===== src/rtl/exc_pkg.sv =====
// Shared encodings for the writeback exception commit unit: ecodes, ws_exc bit positions, FSM states.
// The interrupt path in exc_commit is built only when EXC_COMMIT_INT_EN is defined.
package exc_pkg;

  localparam logic [5:0] ECODE_INT = 6'h00;
  localparam logic [5:0] ECODE_ADE = 6'h08;
  localparam logic [5:0] ECODE_ALE = 6'h09;
  localparam logic [5:0] ECODE_SYS = 6'h0B;
  localparam logic [5:0] ECODE_BRK = 6'h0C;
  localparam logic [5:0] ECODE_INE = 6'h0D;

  localparam logic [8:0] ESUBCODE_ADEF = 9'd1;

  localparam int EXC_ADEF = 0;
  localparam int EXC_INE  = 1;
  localparam int EXC_SYS  = 2;
  localparam int EXC_BRK  = 3;
  localparam int EXC_ALE  = 4;

  typedef enum logic [1:0] {
    ST_IDLE,
    ST_DRAIN,
    ST_REDIRECT
  } state_e;

endpackage


===== src/rtl/outst_cnt.sv =====
// Saturating up/down count of in-flight data-bus requests; flags full and "count is zero after this edge".
// Latency: count updates on the clock edge; count_is_zero_next is combinational from this cycle's fire pulses.
module outst_cnt #(
  parameter int OUTST_W = 4
) (
  input  logic clk,
  input  logic reset,
  input  logic inc_i,
  input  logic dec_i,
  output logic count_is_zero_next,
  output logic full
);

  localparam logic [OUTST_W-1:0] CNT_MAX = '1;
  localparam logic [OUTST_W-1:0] CNT_ONE = OUTST_W'(1);

  logic [OUTST_W-1:0] count_q;
  logic [OUTST_W-1:0] count_d;

  // Saturates at both ends rather than wrapping, so a stray pulse cannot corrupt the drain.
  always_comb begin
    count_d = count_q;
    if (inc_i && !dec_i && (count_q != CNT_MAX)) begin
      count_d = count_q + CNT_ONE;
    end else if (dec_i && !inc_i && (count_q != '0)) begin
      count_d = count_q - CNT_ONE;
    end
  end

  always_ff @(posedge clk or posedge reset) begin
    if (reset) begin
      count_q <= '0;
    end else begin
      count_q <= count_d;
    end
  end

  assign count_is_zero_next = (count_d == '0);
  assign full               = (count_q == CNT_MAX);

endmodule


===== src/rtl/exc_commit.sv =====
// WB exception commit: prioritise exception/interrupt/ERTN, strobe the CSR file, drain memory, then redirect.
// EXC_COMMIT_INT_EN enables interrupt sampling; without it interrupts are never taken.
module exc_commit
  import exc_pkg::*;
#(
  parameter int OUTST_W = 4
) (
  input  logic        clk,
  input  logic        reset,
  input  logic        ws_valid,
  input  logic [31:0] ws_pc,
  input  logic [31:0] ws_vaddr,
  input  logic [4:0]  ws_exc,
  input  logic        ws_ertn,
  input  logic        csr_crmd_ie,
  input  logic [12:0] csr_estat_is,
  input  logic [12:0] csr_ecfg_lie,
  input  logic [31:0] csr_eentry,
  input  logic [31:0] csr_era,
  input  logic        mem_req_fire,
  input  logic        mem_resp_fire,
  output logic        ws_allowin,
  output logic        wb_ex,
  output logic [5:0]  wb_ecode,
  output logic [8:0]  wb_esubcode,
  output logic [31:0] wb_pc,
  output logic [31:0] wb_vaddr,
  output logic        ertn_flush,
  output logic        flush_all,
  output logic        mem_req_block,
  output logic        redirect_valid,
  output logic [31:0] redirect_pc
);

  state_e      state_q, state_d;
  logic [31:0] target_q, target_d;
  logic        int_pend;
  logic        exc_any;
  logic        commit;
  logic        cnt_zero_next;
  logic        cnt_full;

`ifdef EXC_COMMIT_INT_EN
  logic int_pend_q;

  // Sampled one cycle behind the CSRs to keep the CSR read off the commit path.
  always_ff @(posedge clk or posedge reset) begin
    if (reset) begin
      int_pend_q <= 1'b0;
    end else begin
      int_pend_q <= csr_crmd_ie & (|(csr_estat_is & csr_ecfg_lie));
    end
  end
  assign int_pend = int_pend_q;
`else
  logic unused_int_inputs;
  assign unused_int_inputs = ^{csr_crmd_ie, csr_estat_is, csr_ecfg_lie};
  assign int_pend          = 1'b0;
`endif

  outst_cnt #(
    .OUTST_W(OUTST_W)
  ) u_outst_cnt (
    .clk               (clk),
    .reset             (reset),
    .inc_i             (mem_req_fire),
    .dec_i             (mem_resp_fire),
    .count_is_zero_next(cnt_zero_next),
    .full              (cnt_full)
  );

  assign exc_any       = int_pend | (|ws_exc);
  assign commit        = !reset && (state_q == ST_IDLE) && ws_valid && (exc_any || ws_ertn);
  assign mem_req_block = cnt_full;

  always_comb begin
    state_d        = state_q;
    target_d       = target_q;
    ws_allowin     = 1'b0;
    wb_ex          = 1'b0;
    wb_ecode       = 6'h00;
    wb_esubcode    = 9'h000;
    wb_pc          = 32'h0;
    wb_vaddr       = 32'h0;
    ertn_flush     = 1'b0;
    flush_all      = 1'b0;
    redirect_valid = 1'b0;
    redirect_pc    = 32'h0;

    if (!reset) begin
      unique case (state_q)
        ST_IDLE: begin
          ws_allowin = !commit;
          if (commit) begin
            state_d = ST_DRAIN;
            if (exc_any) begin
              wb_ex    = 1'b1;
              wb_pc    = ws_pc;
              target_d = csr_eentry;
              if (int_pend) begin
                wb_ecode = ECODE_INT;
              end else if (ws_exc[EXC_ADEF]) begin
                wb_ecode    = ECODE_ADE;
                wb_esubcode = ESUBCODE_ADEF;
                wb_vaddr    = ws_pc;
              end else if (ws_exc[EXC_INE]) begin
                wb_ecode = ECODE_INE;
              end else if (ws_exc[EXC_SYS]) begin
                wb_ecode = ECODE_SYS;
              end else if (ws_exc[EXC_BRK]) begin
                wb_ecode = ECODE_BRK;
              end else begin
                wb_ecode = ECODE_ALE;
                wb_vaddr = ws_vaddr;
              end
            end else begin
              ertn_flush = 1'b1;
              target_d   = csr_era;
            end
          end
        end
        ST_DRAIN: begin
          flush_all = 1'b1;
          // Looks at the post-edge count so a request landing now keeps us draining.
          if (cnt_zero_next) begin
            state_d = ST_REDIRECT;
          end
        end
        ST_REDIRECT: begin
          flush_all      = 1'b1;
          redirect_valid = 1'b1;
          redirect_pc    = target_q;
          state_d        = ST_IDLE;
        end
        default: state_d = ST_IDLE;
      endcase
    end
  end

  always_ff @(posedge clk or posedge reset) begin
    if (reset) begin
      state_q  <= ST_IDLE;
      target_q <= 32'h0;
    end else begin
      state_q  <= state_d;
      target_q <= target_d;
    end
  end

endmodule


===== config.mk =====
export PLATFORM = sky130hd
export DESIGN_NAME = exc_commit
export DESIGN_NICKNAME = d
export VERILOG_FILES = /design/src/rtl/exc_pkg.sv /design/src/rtl/outst_cnt.sv /design/src/rtl/exc_commit.sv
export SDC_FILE = /design/constraint.sdc
export NUM_CORES = 1
export LEC_CHECK = 0
export BUFFER_PORTS_ARGS = -buffer_cell sky130_fd_sc_hd__buf_2
export CELL_PAD_IN_SITES_DETAIL_PLACEMENT = 1
export CELL_PAD_IN_SITES_GLOBAL_PLACEMENT = 1
export CORE_ASPECT_RATIO = 1.4
export CORE_MARGIN = 3
export CORE_UTILIZATION = 24
export DETAILED_ROUTE_END_ITERATION = 12
export PLACE_DENSITY_LB_ADDON = 0.3
export SLEW_MARGIN = 20
export SYNTH_ARGS = -nofsm -noshare
export SYNTH_HDL_FRONTEND = slang
export SYNTH_SLANG_ARGS = --single-unit

===== constraint.sdc =====
create_clock -name clk -period 2.6 [get_ports clk]
set_input_delay 0.39 -clock clk [delete_from_list [all_inputs] [get_ports clk]]
set_output_delay 0.39 -clock clk [all_outputs]
set_load 0.02 [all_outputs]

==> results.cfg <==
[run_status]
status = completed

[flow_run]
drv_cap = 0

[logic_synthesis]
ys_ff_latch = 38
ys_types = 49
yosysWarnings = 0
synth_area_mm2 = 0.002939
postSynthCellCount = 349
ys_seq_area_frac = 0.3235
yosys_most_used_dff = dfrtp_1
synth_enable_flop_cells = 0
async_flop_share = 1.000
avgSynthCellArea_um2 = 8.421

[die]
die_w_um = 99.53
io_pins = 283
dieHeight_um = 136.9
dieArea_mm2 = 0.01363
start_util = 0.2474
rows = 47
core_area_mm2 = 0.01188

[routing]
routedWlPerCell_um = 18.71
firstDrtPassIters = 4
drt_iter0_drc = 48
drc = 0
routed_via_density = 4.866
vias = 3562
routed_wirelength_mm = 13.70
final_antenna_net_count = 0

[sta]
grt_setup_unrepaired = false
relSlewSlack = 0.6526
setup_viol = 0
worstMarginPinSlew_ps = 521.1
clock_skew_ps = 3.764
post-route-period-util = 0.9467
whs_ps = 295.3
fin_setup_tns_ps = 0
slew_viol_final = 0
finalHoldViolations = 0
max_freq_mhz = 406.3
layout_min_cycle_time_ps = 2461

[cells_and_area]
syn_to_final_growth_pct = 52.02
drive_gt1_frac = 0.4863
nets = 757

[cts]
path_clk_slew_ps = 60
cts_hold_buffers = 0
clock_path_buffers = 2
clock-root-buffer = clkbuf_16
clkLatencyLatePin_ps = 280
htree_levels = 2
numCtsBuffers = 5
cts.sinks = 38
cts_tree = done

[worst_setup_path]
reg2regPathDepth = 7
crit_path_end_kind = primary output
critPathArrivalTime_ps = 2070
reg2reg_from = u_outst_cnt.count_q[0]
start_kind = register
crit_start = state_q[0]
path_class = register to primary output
r2r_end = state_q[0]
crit_required_ps = 2210
reg2reg_slack_ps = 410
path_max_fanout = 17

[place]
io_buffers = 245
place.gp.congestion = 0.8614
dp_hpwl_mm = 10.88

[power_and_ir_drop]
p_leak_nw = 2.480
peakVddDrop_mv = 0.4613
power.density_mw_per_mm2 = 631.9

[global_route]
grt_pass1_vias = 3734
grt_pass1_wl_mm = 19.67
track_usage = 0.1850
grt_overflow = 0
grt_max_degree = 39
antenna_found_initial = 9

[worst_hold_path]
hold_path.class = input pin to async pin
[sequential cells by signal, indices dropped and copies added (netlist names)]
| signal | flops |
|---|---|
| target_q | 32 |
| u_outst_cnt.count_q | 4 |
| state_q | 2 |
[cell usage after synthesis (2+ instances only)]
| cell type | count | area (um^2) |
|---|---|---|
| a21oi_1 | 34 | 170.2 |
| a22o_1 | 32 | 280.3 |
| and2_1 | 65 | 406.6 |
| and2b_1 | 2 | 15.01 |
| and3_1 | 4 | 25.02 |
| buf_2 | 12 | 60.06 |
| buf_4 | 14 | 105.1 |
| clkbuf_1 | 11 | 41.29 |
| dfrtp_1 | 38 | 950.9 |
| ha_1 | 6 | 75.07 |
| inv_1 | 9 | 33.78 |
| nand2_1 | 6 | 22.52 |
| nand2b_1 | 3 | 18.77 |
| nand3_1 | 3 | 15.01 |
| nand4b_1 | 2 | 17.52 |
| nor2_1 | 37 | 138.9 |
| nor2b_1 | 2 | 12.51 |
| nor3_1 | 2 | 10.01 |
| o211ai_1 | 2 | 15.01 |
| o21a_1 | 2 | 15.01 |
| o21ai_0 | 2 | 10.01 |
| o22ai_1 | 32 | 200.2 |
| or2_2 | 3 | 18.77 |
[where the power goes]
group | internal [mW] | switching, mW
combinational | 0.495 | 0.648
clock | 0.371 | 0.231
sequential | 0.892 | 0.186
total | 1.76 | 1.07
[how the worst max path moves through the flow]
stage	endpoint	slack, ps	cells past startpoint
2_1_floorplan	wb_pc[22]	250	5
3_3_place_gp	wb_vaddr[31]	410	6
3_5_place_dp	wb_vaddr[31]	340	7
4_1_cts	wb_vaddr[31]	30	7
5_1_grt	wb_pc[4]	30	8
6_report	wb_pc[4]	140	8
[kinds of logic (layout without fill, tap and decap cells)]
logic type / after synthesis / in the layout / share of synthesized area
other cells: 1 / 11 / 0.001276
flops: 38 / 38 / 0.3235
xor+xnor: 1 / 1 / 0.002981
buf+inv: 48 / 274 / 0.08471
mux: 1 / 1 / 0.003406
fa+ha+maj: 6 / 6 / 0.02554
simple gates: 138 / 138 / 0.2746
compound gates: 116 / 116 / 0.2840
[what timing repair did]
action / CTS / global route
setup endpoints to repair: 0 / 48
gates resized for setup: 0 / 8
buffers inserted: 0 / 1
[critical path, stage by stage (launching register included)]
cell	delay [ps]
dfrtp_1	390
inv_1	140
ha_2	230
nand3_1	160
buf_4	210
nor2_4	150
buf_6	180
and2_1	150
buf_2	160
[per-stage QoR]
step,setup WS (ps),cells,utilization,total power [mW],cell area (um^2)
finish,138.7,732,0.3761,2.823,4468
global route,27.68,732,0.3761,3.051,4468
CTS,29.69,728,0.3708,2.835,4404
detailed placement,335.7,722,0.3591,2.221,4265
global placement,406.0,722,0.3591,2.151,4265
floorplan,250.5,358,-,1.841,2977
[placed cells by master (no fill, tap or decap), types with 2 or more instances in the layout]
cell	instances
nand2_1	6
inv_1	9
o211ai_1	2
buf_2	245
buf_4	8
o22ai_1	32
a21oi_1	34
o21a_1	2
conb_1	10
buf_6	3
and2_1	65
and2b_1	2
nor3_1	2
nor2_1	36
clkbuf_16	6
a22o_1	32
nand3_1	3
or2_2	3
ha_1	5
and3_1	4
nand2b_1	3
dfrtp_1	38
nand4b_1	2
o21ai_0	2
[per-layer routing]
layer  global-route usage  share of wire  vias up
li1                     -              -     1689
met1               0.1952           0.36     1633
met2               0.3236           0.49      183
met3              0.07751           0.10       41
met4              0.07517          0.034       16
met5                    0         0.0083        -
[layout make-up]
class / count / area, um^2
diodes: 1 / 2.502
clock buffers: 6 / 138.9
fillers: 1496 / 7411
inverters: 10 / 40.04
multi-input cells: 272 / 1787
flip-flops and latches: 38 / 950.9
well taps: 147 / 183.9
repair buffers: 258 / 1365
Power figures use the tool's default switching activity.
